--- src/rtl/button_conditioner.sv ---
// Push-button front end: 2-flop sync, debounce, level plus press/release pulses.
// Auto-repeat on held buttons is built only when BTN_AUTOREPEAT_EN is defined.
module button_conditioner #(
  parameter int                 NUM_BTN         = 2,
  parameter int                 DEBOUNCE_CYCLES = 1000000,
  parameter int                 HOLD_CYCLES     = 50000000,
  parameter int                 REPEAT_CYCLES   = 20000000,
  parameter logic [NUM_BTN-1:0] REPEAT_MASK     = 1
) (
  input  logic               clk,
  input  logic               reset,
  input  logic [NUM_BTN-1:0] btn_raw,
  output logic [NUM_BTN-1:0] btn_level,
  output logic [NUM_BTN-1:0] btn_press,
  output logic [NUM_BTN-1:0] btn_release
);

  localparam int CW = $clog2(DEBOUNCE_CYCLES + 1);
  localparam logic [CW-1:0] CNT_MAX = CW'(DEBOUNCE_CYCLES - 1);

  logic [NUM_BTN-1:0] r_sync1;
  logic [NUM_BTN-1:0] r_sync2;
  logic [NUM_BTN-1:0] r_level;
  logic [NUM_BTN-1:0] r_press;
  logic [NUM_BTN-1:0] r_release;
  logic [CW-1:0]      r_cnt [NUM_BTN];
  logic [NUM_BTN-1:0] w_accept;

`ifdef BTN_AUTOREPEAT_EN
  localparam int HR_MAX = (HOLD_CYCLES > REPEAT_CYCLES) ?
                          HOLD_CYCLES : REPEAT_CYCLES;
  localparam int HW = $clog2(HR_MAX + 1);
  localparam logic [HW-1:0] HOLD_MAX = HW'(HOLD_CYCLES - 1);
  localparam logic [HW-1:0] RPT_MAX  = HW'(REPEAT_CYCLES - 1);

  logic [HW-1:0]      r_hold [NUM_BTN];
  logic [NUM_BTN-1:0] r_rep;
`endif

  always_comb begin
    w_accept = '0;
    for (int i = 0; i < NUM_BTN; i++) begin
      w_accept[i] = (r_sync2[i] != r_level[i]) && (r_cnt[i] == CNT_MAX);
    end
  end

  always_ff @(posedge clk) begin
    if (reset) begin
      r_sync1   <= '0;
      r_sync2   <= '0;
      r_level   <= '0;
      r_press   <= '0;
      r_release <= '0;
      for (int i = 0; i < NUM_BTN; i++) begin
        r_cnt[i] <= '0;
`ifdef BTN_AUTOREPEAT_EN
        r_hold[i] <= '0;
`endif
      end
`ifdef BTN_AUTOREPEAT_EN
      r_rep <= '0;
`endif
    end else begin
      r_sync1 <= btn_raw;
      r_sync2 <= r_sync1;
      for (int i = 0; i < NUM_BTN; i++) begin
        r_press[i]   <= 1'b0;
        r_release[i] <= 1'b0;
        if (r_sync2[i] == r_level[i]) begin
          r_cnt[i] <= '0;
        end else if (w_accept[i]) begin
          r_level[i]   <= r_sync2[i];
          r_cnt[i]     <= '0;
          r_press[i]   <= r_sync2[i];
          r_release[i] <= ~r_sync2[i];
        end else begin
          r_cnt[i] <= r_cnt[i] + 1'b1;
        end
`ifdef BTN_AUTOREPEAT_EN
        // first repeat after HOLD, then every REPEAT; a release wins
        if (!REPEAT_MASK[i] || !r_level[i]) begin
          r_hold[i] <= '0;
          r_rep[i]  <= 1'b0;
        end else if (r_hold[i] == (r_rep[i] ? RPT_MAX : HOLD_MAX)) begin
          r_hold[i] <= '0;
          r_rep[i]  <= 1'b1;
          if (!w_accept[i]) r_press[i] <= 1'b1;
        end else begin
          r_hold[i] <= r_hold[i] + 1'b1;
        end
`endif
      end
    end
  end

  assign btn_level   = r_level;
  assign btn_press   = r_press;
  assign btn_release = r_release;

endmodule

--- config.mk ---
export PLATFORM = sky130hd
export DESIGN_NAME = button_conditioner
export DESIGN_NICKNAME = d
export VERILOG_FILES = /design/src/rtl/button_conditioner.sv
export SDC_FILE = /design/constraint.sdc
export NUM_CORES = 1
export LEC_CHECK = 0
export CAP_MARGIN = 25
export CORE_AREA = 5 5 98 100
export DETAILED_ROUTE_END_ITERATION = 6
export DIE_AREA = 0 0 103 105
export PLACE_DENSITY = 0.42
export SLEW_MARGIN = 0
export SYNTH_ARGS = -nofsm -noshare
export SYNTH_HDL_FRONTEND = slang
export SYNTH_SLANG_ARGS = --single-unit
--- constraint.sdc ---
create_clock -name clk -period 6.22 [get_ports clk]
set_input_delay 1.244 -clock clk [delete_from_list [all_inputs] [get_ports clk]]
set_output_delay 1.244 -clock clk [all_outputs]
set_load 0.02 [all_outputs]
* Yosys cells after proc, flatten, opt, wreduce, memory -nomap -nowiden
Memories as Yosys holds them, arrays and structs flattened. Cells that the tools add are included.
Storage, ports and cells: flip-flop bits (word level) 10, logic and storage cells 65, output and inout bits 6, RAM bits 40, input bits 4, memories 1
Operators by class: add/subtract/negate cells 2, equal/unequal tests 6, bitwise gates (word level) 12, multiplexer cells 30, reduce and logical (&&, ||, !) cells 6
Memories:
- r_cnt | words 2, width 20, rd ports 2, clocked after memory_dff 0, wr ports 2, RTL line 26 | logic [CW-1:0] r_cnt [NUM_BTN];
Operators with widths (number):
- $mux 20 | 6
- $add 20x1->20 const B | 2
- $eq 20x20->1 const B | 2
- $mux 1 | 24
- $not 1->1 | 6
- $or 1x1->1 | 6
- $reduce_or 3->1 | 2
- $reduce_and 2->1 | 2
- $eq 1x1->1 | 2
- $logic_and 1x1->1 | 2
- $ne 1x1->1 | 2

* Depth between registers and ports, before layout
word-level depth 8, mapped depth 6, gate-level depth less buffers 5

* Worst setup path after synthesis
No wires, ideal clock.
path type register -> register, start point mem r_cnt[1][6] in the netlist's numbering, end point mem r_cnt[1][10] in the netlist's numbering (data pin), data required time 5966 ps, cell stages (with the launch flop) 6, setup slack 4080 ps, arrival 1886 ps, buffers on the path 1, clock period less this slack 2140 ps, library setup time 254 ps, cells stage by stage edfxtp_1 > or4b_1 > or4_4 > o21ai_4 > buf_6 > nor2_1
RTL lines (RTL line):
- from (decl) | 26

* Worst setup path after layout
start point reg r_level[0] (netlist: btn_level[0]), end point out btn_level[0]
RTL lines:
- from (decl) | RTL line 23 | logic [NUM_BTN-1:0] r_level;
- from (signal, indexed assignment) | RTL line 72 | r_level[i] <= r_sync2[i];
- to (decl) | RTL line 13 | output logic [NUM_BTN-1:0] btn_level,
No word-level cell between the ends.

==> run_results.csv <==
group,metric,value,unit
run_status,status,"completed",
logic_synthesis,synth_area_per_cell,10.7,um^2
layout,layout.nets,290,
logic_synthesis,syn_area,0.00251,mm^2
layout,antenna_cells,0,
placement,dp_hpwl,3.13,mm
critical_path,max_stage_delay,0.63,ns
logic_synthesis,synth_top_area_frac,0.478,
timing,worst_slew_pin_slew,0.858,ns
placement,port_buffers,9,
critical_path,crit_buf_inv,1,
global_route,grt_max_degree,21,
floorplanning,initial_utilization,0.292,
layout,n_fill_cell,888,
critical_path,crit_type,"reg -> out",
critical_path,cp-startpoint,"btn_level[0]",
global_route,grt_pass1_wl,7.64,mm
logic_synthesis,synth_area_leader_cell,"edfxtp_1",
critical_path,worst_r2r_startpoint,"r_cnt[1][6]",
clocking,cts_tree,"done",
route,via_count,1755,
logic_synthesis,ys_seq_elements,50,
critical_path,crit_path_start_kind,"flip-flop",
timing,relSlewSlack,0.428,
layout,fin_area,0.00295,mm^2
global_route,grt_pass1_vias,1641,
clocking,cts_max_level,2,
clocking,postCtsSetupBuffers,0,
critical_path,endpoint,"btn_level[0]",
clocking,clk_latency,0.29,ns
logic_synthesis,synth-seq-area-share,0.558,
logic_synthesis,ys_types,34,
logic_synthesis,synth.area.top_cells,"edfxtp_1 48%, dfxtp_1 8.0%, xnor2_1 5.6%",
global_route,grt_use_total,0.0879,
layout,drive_above_1_share,0.0386,
timing,setup_viol,0,
critical_path,cp_slowest_cell,"clkdlybuf4s50_1",
timing,period_minus_slack,2.57,ns
logic_synthesis,yosys_warnings,0,
critical_path,worst-r2r-cell-count,4,
timing,finalMaxSlewViolations,0,
critical_path,critPathCaptureType,"output pin",
power_and_ir_drop,p_leak,0.951,nW
timing,finalHoldViolations,0,
power_and_ir_drop,max-vdd-ir-drop,0.0825,mV
placement,placed_cell_area,0.00286,mm^2
timing,rsz0062_at_grt,"no",
critical_path,rrSetupSlack,3.83,ns
floorplanning,die_height,105,um
critical_path,worstPathRequired,4.98,ns
floorplanning,rows,34,
critical_path,cp_cell_sequence,"clkdlybuf4s50_1",
timing,setup_tns,0,ns
clocking,cts_buffers,5,
layout,syn_to_final_growth,17.3,%
floorplanning,dieArea,0.0108,mm^2
route,drtIter0Drc,40,
clocking,cts-root-buf,"clkbuf_8",
placement,place_congestion,0.654,
clocking,cts.repair.resized,0,
critical_path,path_max_fanout,5,
clocking,hold_buffers,0,
timing,period_share,0.413,
clocking,clk_pin_slew,0.09,ns
power_and_ir_drop,power_density,205,mW/mm^2
route,drc_errors,0,
job,max_cap_violations,0,
critical_path,timing.rr.end,"r_cnt[1][11]",
logic_synthesis,netlist_instances,235,
route,wire_per_inst,11.3,um
critical_path,cp_num_cells,1,
worst_hold_path,hp-class,"reg -> reg",
timing,fmax,389,MHz
global_route,grt-ovfl-total,0,
timing,fin_worst_skew,0.00794,ns
route,viasPerCell,4.47,
floorplanning,die_w,103,um
route,firstDrtPassIters,4,
clocking,cts_max_path_buffers,2,
critical_path,cp.arrival,1.33,ns
route,routed_wl,4.45,mm
clocking,clkSinkCount,50,
global_route,grt_antenna_before_repair,0,
critical_path,path_delay_family,"buffers and inverters",
floorplanning,io_pins,10,
floorplanning,core-area,0.00859,mm^2
route,ant_nets,0,
## power breakdown
part	switching (mW)	internal (mW)	leakage (nW)	total [mW]
clock	0.104	0.0900	0.0482	0.194
combinational	0.0160	0.0108	0.409	0.0268
sequential	0.0116	0.373	0.494	0.385
total	0.132	0.474	0.951	0.606
## cell type report
cell class | count | area [um^2] | area share
inverter | 9 | 33.8 | 0.0115
multi-input combinational | 209 | 1200 | 0.406
sequential | 50 | 1400 | 0.475
tap | 108 | 135 | 0.0458
clock buffer | 7 | 86.3 | 0.0293
clock inverter | 1 | 5.00 | 0.00170
timing repair buffer | 9 | 90.1 | 0.0306
## cells in the mapped netlist, drive strengths merged
cell type / number
or3: 12
or4: 7
edfxtp: 40
nor4b: 4
inv: 9
nand4: 8
a21oi: 15
buf: 3
or4b: 1
or4bb: 1
o21ai: 12
nor4: 5
clkbuf: 3
and2: 2
and3: 3
nor2b: 4
nor3: 4
nand3: 14
nor2: 31
xor2: 9
nand2: 9
nor4bb: 1
or2: 1
dfxtp: 10
xnor2: 16
ha: 2
o31ai: 5
conb: 1
and4: 3
## layer usage
| metal | vias to the layer above | wire length, um | track usage | share of wire |
|---|---|---|---|---|
| met5 | - | 0 | 0 | 0 |
| met4 | 0 | 51 | 0.0250 | 0.011 |
| met3 | 5 | 170 | 0.0240 | 0.038 |
| met2 | 18 | 1880 | 0.132 | 0.42 |
| met1 | 808 | 2350 | 0.124 | 0.53 |
| li1 | 924 | - | - | - |
## cell families (layout without fill, tap and decap cells)
family	Yosys count	after routing	share of synthesized area
AO/OA/AOI/OAI	32	32	0.0732
buffers and inverters	15	26	0.0259
other	1	40	0.00149
XOR/XNOR	25	25	0.0872
flip-flops	50	50	0.558
adder cells (fa/ha/maj)	2	2	0.00996
AND/OR/NAND/NOR	110	110	0.245
## per-stage QoR
stage | instances | power (mW) | hold WS (ns) | util | setup WS [ns]
finish | 393 | 0.606 | 0.463 | 0.343 | 3.65
global route | 393 | 0.636 | 0.479 | 0.343 | 3.48
CTS | 393 | 0.618 | 0.465 | 0.343 | 3.63
detailed placement | 385 | 0.419 | 0.432 | 0.332 | 3.30
global placement | 385 | 0.419 | 0.419 | 0.332 | 3.31
floorplan | 274 | 0.410 | 0.414 | - | 4.08
## worst min-delay path by stage
stage | cells after the start | startpoint | slack, ns | to
after floorplan | 1 | r_sync1[0] | 0.41 | r_sync2[0]
after global placement | 1 | r_sync1[0] | 0.42 | r_sync2[0]
after detailed placement | 1 | r_sync1[0] | 0.43 | r_sync2[0]
after CTS | 1 | r_sync1[0] | 0.46 | r_sync2[0]
after global routing | 1 | r_sync1[0] | 0.48 | r_sync2[0]
final | 1 | r_sync1[0] | 0.46 | r_sync2[0]
## state kept, by name (all words and copies together), names as in the netlist
signal	count
r_cnt	40
btn_level	2
btn_press	2
btn_release	2
r_sync1	2
r_sync2	2
## cell usage in the layout (no fill, tap or decap), types with 2 or more instances in the layout
cell and count:
edfxtp_1 40, ha_1 2, and4_1 3, o31ai_1 5, or4_1 6, nor4b_1 4, inv_1 9, dfxtp_1 10
clkdlybuf4s50_1 9, nor2_1 31, nand2_1 9, or3_1 12, xor2_1 9, nand3_1 14, nor3_1 4, a21oi_1 15
and2_1 2, clkbuf_8 6, nor2b_1 4, conb_1 40, xnor2_1 16, o21ai_0 10, and3_1 3, nand4_1 8
nor4_1 4
Note: power is estimated with default switching activity, not from simulation.
